==> src/rtl/carry_save_multiplier_26b.sv <==
// carry_save_multiplier_26b
//   Unsigned 26x26 -> 52-bit array multiplier with one registered output stage.
//   Partial products are reduced through a carry-save adder array, and a final
//   ripple carry-propagate adder resolves the upper half. The array is purely
//   combinational from a/b up to the output register.
//
// Ports
//   mul_out  out 52  registered product a*b (1-cycle latency)
//   a        in  26  unsigned multiplicand
//   b        in  26  unsigned multiplier
//   clk      in   1  clock, rising edge
//   rstn     in   1  synchronous reset, active-high despite the name

module carry_save_multiplier_26b (
  output logic [51:0] mul_out,
  input  logic [25:0] a,
  input  logic [25:0] b,
  input  logic        clk,
  input  logic        rstn
);

  localparam int unsigned W = 26;

  // pp_row[j][i] = a[i] & b[j]
  logic [W-1:0] pp_row [W];
  // Row j outputs. s_row[j][i] carries weight j+i, c_row[j][i] carries weight j+i+1.
  logic [W-1:0] s_row  [W];
  logic [W-1:0] c_row  [W];

  logic [W-1:0] prod_lo;
  logic [W-1:0] prod_hi;
  logic [W-1:0] rca_a;
  logic [W-1:0] rca_b;
  logic [W-1:0] rca_cy;
  logic [51:0]  product_d;

  genvar gi, gj;

  generate
    for (gj = 0; gj < W; gj++) begin : g_pp
      assign pp_row[gj] = a & {W{b[gj]}};
    end
  endgenerate

  // Row 0 is the bare first partial product; there is nothing to add yet.
  assign s_row[0] = pp_row[0];
  assign c_row[0] = '0;

  // Rows 1..25: each cell adds its partial-product bit to the previous row's
  // sum (shifted down one place) and carry at the same weight. No carry moves
  // sideways within a row. Cells with a constant-zero input reduce to half
  // adders in synthesis.
  generate
    for (gj = 1; gj < W; gj++) begin : g_row
      for (gi = 0; gi < W; gi++) begin : g_col
        logic sum_in;
        if (gi < W - 1) begin : g_mid
          assign sum_in = s_row[gj-1][gi+1];
        end else begin : g_top
          assign sum_in = 1'b0;
        end
        csa_full_adder u_fa (
          .x    (pp_row[gj][gi]),
          .y    (sum_in),
          .cin  (c_row[gj-1][gi]),
          .sum  (s_row[gj][gi]),
          .cout (c_row[gj][gi])
        );
      end
    end
  endgenerate

  // The LSB of each row is final: nothing else ever lands on that weight.
  generate
    for (gj = 0; gj < W; gj++) begin : g_lo
      assign prod_lo[gj] = s_row[gj][0];
    end
  endgenerate

  // Final merge at weights 26..51: remaining sum bits and last-row carries.
  assign rca_a  = {1'b0, s_row[W-1][W-1:1]};
  assign rca_b  = c_row[W-1];
  assign rca_cy[0] = 1'b0;

  generate
    for (gi = 0; gi < W - 1; gi++) begin : g_rca
      csa_full_adder u_fa (
        .x    (rca_a[gi]),
        .y    (rca_b[gi]),
        .cin  (rca_cy[gi]),
        .sum  (prod_hi[gi]),
        .cout (rca_cy[gi+1])
      );
    end
  endgenerate

  // Top bit: a 26x26 product never carries out of bit 51, so only the sum is kept.
  assign prod_hi[W-1] = rca_a[W-1] ^ rca_b[W-1] ^ rca_cy[W-1];

  assign product_d = {prod_hi, prod_lo};

  always_ff @(posedge clk) begin
    if (rstn) begin
      mul_out <= 52'h0;
    end else begin
      mul_out <= product_d;
    end
  end

endmodule

// csa_full_adder
//   One-bit full adder cell used throughout the array and the final adder.
//   x, y, cin in; sum, cout out.
module csa_full_adder (
  input  logic x,
  input  logic y,
  input  logic cin,
  output logic sum,
  output logic cout
);

  logic xy;

  assign xy   = x ^ y;
  assign sum  = xy ^ cin;
  assign cout = (x & y) | (cin & xy);

endmodule

==> config.mk <==
export PLATFORM = sky130hd
export DESIGN_NAME = carry_save_multiplier_26b
export DESIGN_NICKNAME = d
export VERILOG_FILES = /design/src/rtl/carry_save_multiplier_26b.sv
export SDC_FILE = /design/constraint.sdc
export NUM_CORES = 1
export LEC_CHECK = 0
export ABC_CLOCK_PERIOD_IN_PS = 38200
export BUFFER_PORTS_ARGS = -buffer_cell sky130_fd_sc_hd__buf_4
export CELL_PAD_IN_SITES_DETAIL_PLACEMENT = 0
export CELL_PAD_IN_SITES_GLOBAL_PLACEMENT = 1
export CORE_UTILIZATION = 50
export DETAILED_ROUTE_END_ITERATION = 8
export PLACE_DENSITY_LB_ADDON = 0.1
export SLEW_MARGIN = 5
export SYNTH_ARGS = -nofsm -noshare
export SYNTH_HDL_FRONTEND = slang
export SYNTH_SLANG_ARGS = --single-unit
==> constraint.sdc <==
create_clock -name clk -period 38.2 [get_ports clk]
set_input_delay 3.82 -clock clk [delete_from_list [all_inputs] [get_ports clk]]
set_output_delay 3.82 -clock clk [all_outputs]
set_load 0.01 [all_outputs]
==> metrics.cfg <==
[grt]
grt_overflow_total=0
grtUsageTotal_pct=17.58
grt_pass1_wl_um=56310
grt_pass1_vias=13477
grt_antenna_before_repair=0
grt_start_max_net_pins=53

[min_path]
hold_path_class=input pin to flip-flop
hp-start=rstn

[detailed_routing]
drtIter0Drc=168
drt-wirelength-per-cell_um=13.22
dr.pass1.iters=4
drt-total-wl_um=29190
drc_errors=0
drtAntennaViolNets=0
vias_per_cell=5.011
via_count=11065

[cts]
postCtsSetupBuffers=0
clk_pin_slew_ps=80
cts_resized=0
ctsHoldBuffers=0
cts.path.max_buffers=2
clkSinkCount=52
cts_buffers=5
cts_max_level=2
cts-root-buf=clkbuf_16
cts_tree=yes

[yosys]
synth_nets=2400
synth.most_common_cell=fa_1
ys.flop_type=dfxtp_1
ys_top_cells_by_count=fa_1 (624), and2_1 (465), nand2_1 (210)
ys_seq_area_share_pct=5.474
synth_top_area_share_pct=65.68
ys_ff_latch=52
syn_inst=1696
syn_area_um2=19020
synth_warnings=0
synth_cell_type_count=14
synthArstFlopShare_pct=0
syn_area_per_cell_um2=11.21
ys_top_cells_by_area=fa_1 (66%), and2_1 (15%), dfxtp_1 (5.5%)
synth-edff-count=0
synth.largest_area_cell=fa_1

[flow_run]
maxCapViolCount=0

[floorplanning]
die-height_um=197.0
core_um2=37580
die_w_um=197.0
initial_core_util_pct=50.61
io_pins=106
die_area_um2=38820
row_count=71

[layout]
area_growth_pct=5.046
fill_cells=3448
reg_top3=mul_out (52)
n_antenna_cell=0
largest_register=mul_out
largest_register_ffs=52
layout.nets=2400
drive_above_1_share_pct=6.777

[critical_path]
crit_path_max_incr_delay_ps=580
cp_slowest_cell=fa_1
crit_start=b[0]
cp.arrival_ps=26410
crit_required_ps=38400
critPathCaptureType=flip-flop
worstPathMaxFanout=26
critical_path.startpoint_type=input pin
crit_top_cell=fa_1
worstSetupPathType=input pin to flip-flop

[timing]
finalSetupTns_ps=0
tightest_slew_ps=523.0
drv_slew=0
fmax_mhz=38.15
rsz0062_at_grt=false
relSlewSlack_pct=65.13
period_needed_ps=26210
hold_viol=0
final-setup-viol-count=0
fin_crit_sh_pct=68.62

[placement]
dp_hpwl_um=26890
io_buffers=105
place_congestion=0.7653

[run_status]
status=completed

-- area by class of cell --
class	count	area (µm²)	share of cell area [%]
clock buffer	5	125.1	0.6263
timing repair buffer	105	788.3	3.946
clock inverter	3	21.27	0.1065
inverter	155	581.8	2.912
sequential	52	1041	5.211
tap	511	639.4	3.200
multi-input combinational	1377	16780	84.00
-- placed cells by master (no fill, tap or decap) --
| cell | instances |
|---|---|
| fa_1 | 624 |
| dfxtp_1 | 52 |
| inv_6 | 1 |
| nor2b_1 | 24 |
| and3b_2 | 1 |
| and2b_2 | 1 |
| and2_1 | 465 |
| clkinv_2 | 1 |
| clkinvlp_4 | 1 |
| nor2_1 | 26 |
| nand2_1 | 210 |
| clkbuf_16 | 5 |
| inv_1 | 155 |
| ha_1 | 26 |
| buf_4 | 105 |
-- path summary, 6_finish.rpt --
check,endpoint,slack (ps),depth (start not counted)
max,mul_out[50],11990,59
min,mul_out[6],3910,2
-- cells by family after synthesis --
group,synth area share [%]
adders and majority gates,67.39
and+or+nand+nor,20.84
buffers and inverters,6.289
DFF,5.474
-- per-layer routing --
layer | track usage, % | vias to the layer above | routed length (µm)
li1 | - | 4857 | -
met1 | 18.44 | 6135 | 11430
met2 | 36.72 | 61 | 16860
met3 | 2.237 | 12 | 625
met4 | 3.244 | 0 | 284
met5 | 0 | - | 0
-- stage by stage --
step | cell area, µm² | utilization (%) | hold WS, ps | setup WS, ps | instances
6_report | 19980 | 53.16 | 3906 | 11990 | 2208
4_1_cts | 19980 | 53.16 | 3918 | 11740 | 2208
2_1_floorplan | 19020 | - | 3997 | 12100 | 1696
3_3_place_gp | 19830 | 52.78 | 4209 | 11460 | 2200
5_1_grt | 19980 | 53.16 | 3954 | 11000 | 2208
3_5_place_dp | 19830 | 52.78 | 4209 | 11360 | 2200
-- critical path: cells and delay by family --
family / cells / cell delay, ps
buf+inv: 7 / 570
fa+ha+maj: 50 / 21690
simple gates: 2 / 320
Power is not shown: default switching activity piles up to over one toggle a cycle in this logic, so the estimate is an artifact.
